--- src/rtl/step_button_conditioner_if.sv ---
// Button conditioner signal bundle: raw button and busy in,
// conditioned step request, debounced level and press counter out.
interface step_button_conditioner_if #(
  parameter int COUNT_W = 8
);
  logic               buttonIn;
  logic               busy;
  logic               stepPulse;
  logic               pending;
  logic               buttonLevel;
  logic [COUNT_W-1:0] pressCount;

  modport master (
    output buttonIn,
    output busy,
    input  stepPulse,
    input  pending,
    input  buttonLevel,
    input  pressCount
  );

  modport slave (
    input  buttonIn,
    input  busy,
    output stepPulse,
    output pending,
    output buttonLevel,
    output pressCount
  );
endinterface

--- src/rtl/step_button_conditioner.sv ---
// Execute button path: 2-flop synchroniser, debounce FSM and a
// single-cycle step pulse held off by busy with one queued request.
module step_button_conditioner #(
  parameter int DEBOUNCE_CYCLES = 2,
  parameter int CNT_W           = 8,
  parameter int COUNT_W         = 8
) (
  input logic Clk,
  input logic Rst,
  step_button_conditioner_if.slave bus
);

  typedef enum logic [1:0] {
    IDLE,
    PRESS_WAIT,
    PRESSED,
    RELEASE_WAIT
  } state_e;

  localparam logic [CNT_W-1:0] LAST = CNT_W'(DEBOUNCE_CYCLES - 1);
  localparam logic [CNT_W-1:0] ONE  = CNT_W'(1);
  localparam bit               FAST = (DEBOUNCE_CYCLES == 1);

  logic               s1_q, s2_q;
  state_e             state_q, state_d;
  logic [CNT_W-1:0]   cnt_q, cnt_d;
  logic               level_q, level_d;
  logic               pulse_q, pulse_d;
  logic               pend_q, pend_d;
  logic [COUNT_W-1:0] count_q, count_d;
  logic               accept;

  always_comb begin
    state_d = state_q;
    cnt_d   = cnt_q;
    level_d = level_q;
    accept  = 1'b0;
    unique case (state_q)
      IDLE: begin
        if (s2_q) begin
          if (FAST) begin
            state_d = PRESSED;
            level_d = 1'b1;
            accept  = 1'b1;
            cnt_d   = '0;
          end else begin
            state_d = PRESS_WAIT;
            cnt_d   = ONE;
          end
        end else begin
          cnt_d = '0;
        end
      end
      PRESS_WAIT: begin
        if (!s2_q) begin
          state_d = IDLE;
          cnt_d   = '0;
        end else if (cnt_q == LAST) begin
          state_d = PRESSED;
          level_d = 1'b1;
          accept  = 1'b1;
          cnt_d   = '0;
        end else begin
          cnt_d = cnt_q + ONE;
        end
      end
      PRESSED: begin
        if (!s2_q) begin
          if (FAST) begin
            state_d = IDLE;
            level_d = 1'b0;
            cnt_d   = '0;
          end else begin
            state_d = RELEASE_WAIT;
            cnt_d   = ONE;
          end
        end
      end
      RELEASE_WAIT: begin
        if (s2_q) begin
          state_d = PRESSED;
          cnt_d   = '0;
        end else if (cnt_q == LAST) begin
          state_d = IDLE;
          level_d = 1'b0;
          cnt_d   = '0;
        end else begin
          cnt_d = cnt_q + ONE;
        end
      end
      default: begin
        state_d = IDLE;
        cnt_d   = '0;
      end
    endcase
  end

  // A pulse is always followed by a quiet cycle; anything due then waits.
  always_comb begin
    pulse_d = 1'b0;
    pend_d  = pend_q;
    if (pulse_q) begin
      pend_d = pend_q | accept;
    end else if (pend_q && !bus.busy) begin
      pulse_d = 1'b1;
      pend_d  = accept;
    end else if (accept) begin
      if (!bus.busy && !pend_q) begin
        pulse_d = 1'b1;
      end else begin
        pend_d = 1'b1;
      end
    end
  end

  assign count_d = accept ? count_q + COUNT_W'(1) : count_q;

  always_ff @(posedge Clk) begin
    if (Rst) begin
      s1_q    <= 1'b0;
      s2_q    <= 1'b0;
      state_q <= IDLE;
      cnt_q   <= '0;
      level_q <= 1'b0;
      pulse_q <= 1'b0;
      pend_q  <= 1'b0;
      count_q <= '0;
    end else begin
      s1_q    <= bus.buttonIn;
      s2_q    <= s1_q;
      state_q <= state_d;
      cnt_q   <= cnt_d;
      level_q <= level_d;
      pulse_q <= pulse_d;
      pend_q  <= pend_d;
      count_q <= count_d;
    end
  end

  assign bus.stepPulse   = pulse_q;
  assign bus.pending     = pend_q;
  assign bus.buttonLevel = level_q;
  assign bus.pressCount  = count_q;

endmodule
--- src/flat_wrapper.sv ---
// flat-port wrapper written by rule: the top's interface ports become plain ports
module step_button_conditioner_flat 
#(
  parameter int DEBOUNCE_CYCLES = 2,
  parameter int CNT_W           = 8,
  parameter int COUNT_W         = 8
)
  (Clk, Rst, bus_buttonIn, bus_busy, bus_stepPulse, bus_pending, bus_buttonLevel, bus_pressCount);
  step_button_conditioner_if #(.COUNT_W(COUNT_W)) bus_i ();
  input logic Clk;
  input logic Rst;
  input wire logic [$bits(bus_i.buttonIn)-1:0] bus_buttonIn;
  input wire logic [$bits(bus_i.busy)-1:0] bus_busy;
  output wire logic [$bits(bus_i.stepPulse)-1:0] bus_stepPulse;
  output wire logic [$bits(bus_i.pending)-1:0] bus_pending;
  output wire logic [$bits(bus_i.buttonLevel)-1:0] bus_buttonLevel;
  output wire logic [$bits(bus_i.pressCount)-1:0] bus_pressCount;
  assign bus_i.buttonIn = bus_buttonIn;
  assign bus_i.busy = bus_busy;
  assign bus_stepPulse = bus_i.stepPulse;
  assign bus_pending = bus_i.pending;
  assign bus_buttonLevel = bus_i.buttonLevel;
  assign bus_pressCount = bus_i.pressCount;
  step_button_conditioner #(.DEBOUNCE_CYCLES(DEBOUNCE_CYCLES), .CNT_W(CNT_W), .COUNT_W(COUNT_W)) u_core (.Clk(Clk), .Rst(Rst), .bus(bus_i));
endmodule
--- config.mk ---
export PLATFORM = sky130hd
export DESIGN_NAME = step_button_conditioner_flat
export DESIGN_NICKNAME = d
export VERILOG_FILES = /design/src/rtl/step_button_conditioner_if.sv /design/src/rtl/step_button_conditioner.sv /design/src/flat_wrapper.sv
export SDC_FILE = /design/constraint.sdc
export NUM_CORES = 1
export LEC_CHECK = 0
export BUFFER_PORTS_ARGS = -buffer_cell sky130_fd_sc_hd__buf_2
export CORE_UTILIZATION = 50
export CTS_BUF_LIST = sky130_fd_sc_hd__clkbuf_16
export DETAILED_ROUTE_END_ITERATION = 6
export GPL_TIMING_DRIVEN = 0
export PLACE_DENSITY = 0.71
export RECOVER_POWER = 50
export SYNTH_ARGS = -nofsm -noshare
export SYNTH_HDL_FRONTEND = slang
export SYNTH_SLANG_ARGS = --single-unit
--- constraint.sdc ---
create_clock -name Clk -period 5.15 [get_ports Clk]
set_input_delay 0.7725 -clock Clk [delete_from_list [all_inputs] [get_ports Clk]]
set_output_delay 0.7725 -clock Clk [all_outputs]
set_load 0.05 [all_outputs]
## Word level (Yosys, flattened, before mapping)

Cells that the tools add are included.
W data, S select, Z words.

- Register bits after elaboration: 23
- Bits of input ports: 4
- Output and inout port bits: 11
- Word-level logic and storage cells: 63

- Add/sub/neg operators: 2
- Equal/unequal tests: 13
- Mux-type cells: 28
- Bitwise operators: 1
- Reductions and logical operators: 11

Operators with widths:

| cell | count |
|---|---|
| $mux W8 | 4 |
| $pmux W8 S4 | 1 |
| $add A8 B1 Y8 const B | 2 |
| $mux W1 | 15 |
| $mux W2 | 6 |
| $eq A8 B1 Y1 const B | 1 |
| $ne A2 B1 Y1 const B | 4 |
| $pmux W2 S4 | 1 |
| $ne A3 B1 Y1 const B | 2 |
| $reduce_and A5 Y1 | 1 |
| $eq A2 B2 Y1 const B | 2 |
| $ne A2 B2 Y1 const B | 2 |
| $reduce_and A4 Y1 | 1 |
| $ne A3 B3 Y1 const B | 1 |
| $reduce_bool A3 Y1 | 1 |
| $eq A2 B1 Y1 const B | 1 |
| $logic_and A1 B1 Y1 | 2 |
| $logic_not A1 Y1 | 2 |
| $logic_not A2 Y1 | 1 |
| $pmux W1 S2 | 1 |
| $reduce_and A2 Y1 | 1 |
| $reduce_bool A2 Y1 | 1 |
| $reduce_or A2 Y1 | 1 |
| $or A1 B1 Y1 | 1 |

## Longest topological paths before layout

- Depth after elaboration: 7
- Depth in mapped cells: 6
- Gate-level depth less buffers: 6

## Worst setup path before layout

OpenSTA, ideal clock, no wires.

- Path kind: reg2reg
- Start: reg u_core.cnt_q[0]
- End: reg u_core.count_q[5] (netlist: u_core.bus.pressCount[5])
- Setup time: 0.070 ns
- Arrival time: 1.736 ns
- Required time: 5.080 ns
- Slack: 3.344 ns
- Cell stages (with the launch flop): 6
- Buffers on the path: 0
- Clock period less this slack: 1.806 ns
- Cells stage by stage: dfxtp_1 -> ha_1 -> nor4b_4 -> nand3_4 -> or4_1 -> a21oi_1

- Longest elaborated chain between the ends: 4

Ends and longest elaborated chain:

| item | RTL line | text |
|---|---|---|
| start, declared | step_button_conditioner.sv:26 | `logic [CNT_W-1:0] cnt_q, cnt_d;` |
| start signal, assigned | step_button_conditioner.sv:132 | `cnt_q <= cnt_d;` |
| $eq A8 B1 Y1 | step_button_conditioner.sv:58 | `end else if (cnt_q == LAST) begin` |
| $mux W1 | step_button_conditioner.sv:58 |  |
| $mux W1 | step_button_conditioner.sv:55 | `if (!s2_q) begin` |
| $mux W1 | step_button_conditioner.sv:38 | `unique case (state_q)` |
| end signal, assigned | step_button_conditioner.sv:136 | `count_q <= count_d;` |
| end, declared | step_button_conditioner.sv:30 | `logic [COUNT_W-1:0] count_q, count_d;` |

Every way passes these cells.
A chain may end at the register's enable or synchronous reset.

## Final worst setup path

Ends and elaborated chain as after synthesis.

==> key figures <==
Status
  • Status: finished, violations left
  • Violated checks: capacitance limit

Clocking
  • Clk root buf: clkbuf_16
  • Num CTS Buffers: 3
  • Post-CTS Setup Bufs: 0
  • Clk_lat worst skew: 250 ps
  • H-tree levels: 1
  • Resized cells post-CTS: 0
  • Reg clk slew, reported paths: 60 ps
  • Clk sinks: 23
  • Clock Tree Buf Depth: 2
  • CTS tree: done
  • CTS Hold Bufs: 0

Route
  • Initial DRC Count: 14
  • Drt total wl: 2254 um
  • Antenna-violating nets left: 0
  • Routed vias/inst: 5.705
  • Drt first pass iters: 2
  • # DRC: 0
  • DR WL/cell: 13.58 um
  • DR vias: 947

Timing
  • RSZ-0062 raised after global routing: false
  • Fmax: 344.0 MHz
  • Final-report hold violation count: 0
  • Slew HR: 0.1637%
  • Hold_ws: 446.3 ps
  • Slew Limit Fails: 0
  • Setup violators final: 0
  • Period minus WS final: 2907 ps
  • Final Skew: 3.274 ps
  • Final period util: 56.44%
  • Worst-margin pin slew: 1477 ps
  • Setup TNS: 0 ps

Cells and area
  • Area growth syn-to-layout: 13.13%
  • Final nets: 147
  • Cell Count, Final, Fillers Out: 166
  • Design area: 1282 um^2
  • Antenna Cells: 0
  • Layout cells sized above 1: 11.51%
  • Commonest non-fill, non-tap cell in the layout: dfxtp_1
  • Most frequent cells in the layout: 23 x dfxtp_1, 11 x clkbuf_1, 10 x nor2_1

Worst setup path
  • CP endpoint kind: flop
  • Crit path launch type: flop
  • R2r startpoint: u_core.cnt_q[0]
  • CP top delay family: simple AND/OR/NAND/NOR gates
  • Worst Path Required: 5340 ps
  • Critical Path, Cell by Cell: ha_1 > nor4b_1 > nand3_4 > or4_1 > a21oi_1
  • Worst-path maximum fanout: 10
  • CP max stage cell: nor4b_1
  • Max incr delay on CP: 1160 ps
  • CP Data Arrival Time: 3100 ps
  • Crit Path Class: reg2reg
  • WP buf/inv: 0
  • Crit path from: u_core.cnt_q[0]

Logic synthesis
  • Cell taking the most area after synthesis: dfxtp_1
  • Yosys reg bits: 23
  • Mapped Nets: 128
  • Area contributors post-synth: dfxtp_1 41%, nor4b_4 4.2%, ha_1 3.3%, nor2_1 3.3%, a21oi_1 3.1%
  • Syn Inst Count: 121
  • Post-synthesis cell area: 1134 um^2
  • Seq/Total Area, Yosys: 40.62%
  • Cell variety after synth: 35
  • Ys Warns: 0
  • Syn_area_per_cell: 9.368 um^2
  • Yosys top cell area share: 40.62%

Worst hold path
  • Worst hold start: u_core.s1_q
  • HP Class: reg2reg

Place
  • Post-placement cell count: 162
  • GP Congestion: 0.7607
  • Detail Placement HPWL: 1552 um
  • Area post-placement: 1237 um^2
  • Buffers on Ports: 14

Pwr
  • Power Dens Cells: 284.3 nW/um^2
  • Worst vdd ir: 0.2021 mV
  • Leakage: 0.0004403 uW

Floorplan
  • # IOs: 15
  • DIE WIDTH: 49.62 um
  • # rows: 16
  • Core area: 2042 um^2
  • Starting Density: 55.51%
  • Die span in y: 49.62 um
  • Die ar.: 2462 um^2

Global route
  • Pin count of the biggest net entering global routing: 14
  • Vias in the first global route: 910
  • First-pass GRT wire length: 3939 um
  • GRT Resource Usage Total: 20.35%
  • Initial antenna violation count: 0
  • Aggregate global routing overflow: 0

Flow run
  • Max_cap viols: 1
[report_power, final]
group	total, uW	internal [uW]	leakage [uW]	switching [uW]
Clock	168	104	0.0000409	63.7
Combinational	15.4	5.37	0.000214	10.0
Sequential	181	180	0.000186	1.31
Total	365	290	0.000440	75.0
[state kept, by name, summed over array words and instances, names as in the netlist, named ones only]
register	count
u_core.bus.pressCount	8
u_core.cnt_q	8
u_core.bus.buttonLevel	1
u_core.bus.pending	1
u_core.bus.stepPulse	1
u_core.s1_q	1
u_core.s2_q	1
u_core.state_q	1
[synthesized netlist by cell type]
master,count
nor2_1,10
or3_1,5
xor2_1,4
nand3_4,1
nand3_1,6
nor3_1,1
xnor2_1,1
and3_2,1
a2111oi_0,1
o31ai_1,2
or4_1,3
nand4b_1,1
and4_2,1
nand3b_1,3
mux2i_1,2
o21ai_0,3
and3_1,1
buf_4,2
ha_1,3
a31oi_1,5
dlygate4sd1_1,1
buf_6,2
nor2b_1,3
a2bb2oi_1,2
buf_2,1
a211oi_1,4
inv_1,3
maj3_1,1
nor4b_4,2
a21oi_1,7
o211ai_1,1
nand2_1,9
dfxtp_1,23
nand4_1,5
a211o_1,1
[layout make-up]
type / count / area [um^2]
plain buffers: 6 / 43.79
clock buffers: 3 / 75.07
clock inverters: 1 / 5.005
fillers: 194 / 759.5
inverters: 3 / 11.26
multi-input cells: 89 / 595.6
flip-flops and latches: 23 / 460.4
well taps: 27 / 33.78
repair buffers: 14 / 57.56
[worst paths after layout]
kind	endpoint	slack [ps]	cells past startpoint
worst max-delay path	u_core.bus.pressCount[5]	2240	5
worst min-delay path	u_core.s2_q	450	1
worst max register to register	u_core.bus.pressCount[5]	2240	5
worst min register to register	u_core.s2_q	450	1
[cells by family after synthesis]
| logic type | synth area share, % |
|---|---|
| compound gates | 14.90 |
| xor+xnor | 3.863 |
| fa+ha+maj | 4.195 |
| buf+inv | 5.518 |
| flops | 40.62 |
| mux | 1.766 |
| simple gates | 29.14 |
[routing by layer]
| layer | vias to the layer above | wire length (um) | global-route usage, % |
|---|---|---|---|
| li1 | 486 | - | - |
| met1 | 450 | 1180 | 27.46 |
| met2 | 9 | 1015 | 32.88 |
| met3 | 2 | 35 | 2.778 |
| met4 | 0 | 23 | 7.143 |
| met5 | - | 0 | 0 |
[metrics by stage]
| stage | total power, uW | util (%) | worst slack [ps] |
|---|---|---|---|
| 2_1_floorplan | 197.3 | - | 3344 |
| 3_3_place_gp | 201.2 | 60.60 | 3155 |
| 3_5_place_dp | 201.9 | 60.60 | 3077 |
| 4_1_cts | 369.1 | 64.52 | 3076 |
| 5_1_grt | 374.9 | 62.81 | 1977 |
| 6_report | 364.6 | 62.81 | 2243 |
Power figures use the tool's default switching activity.
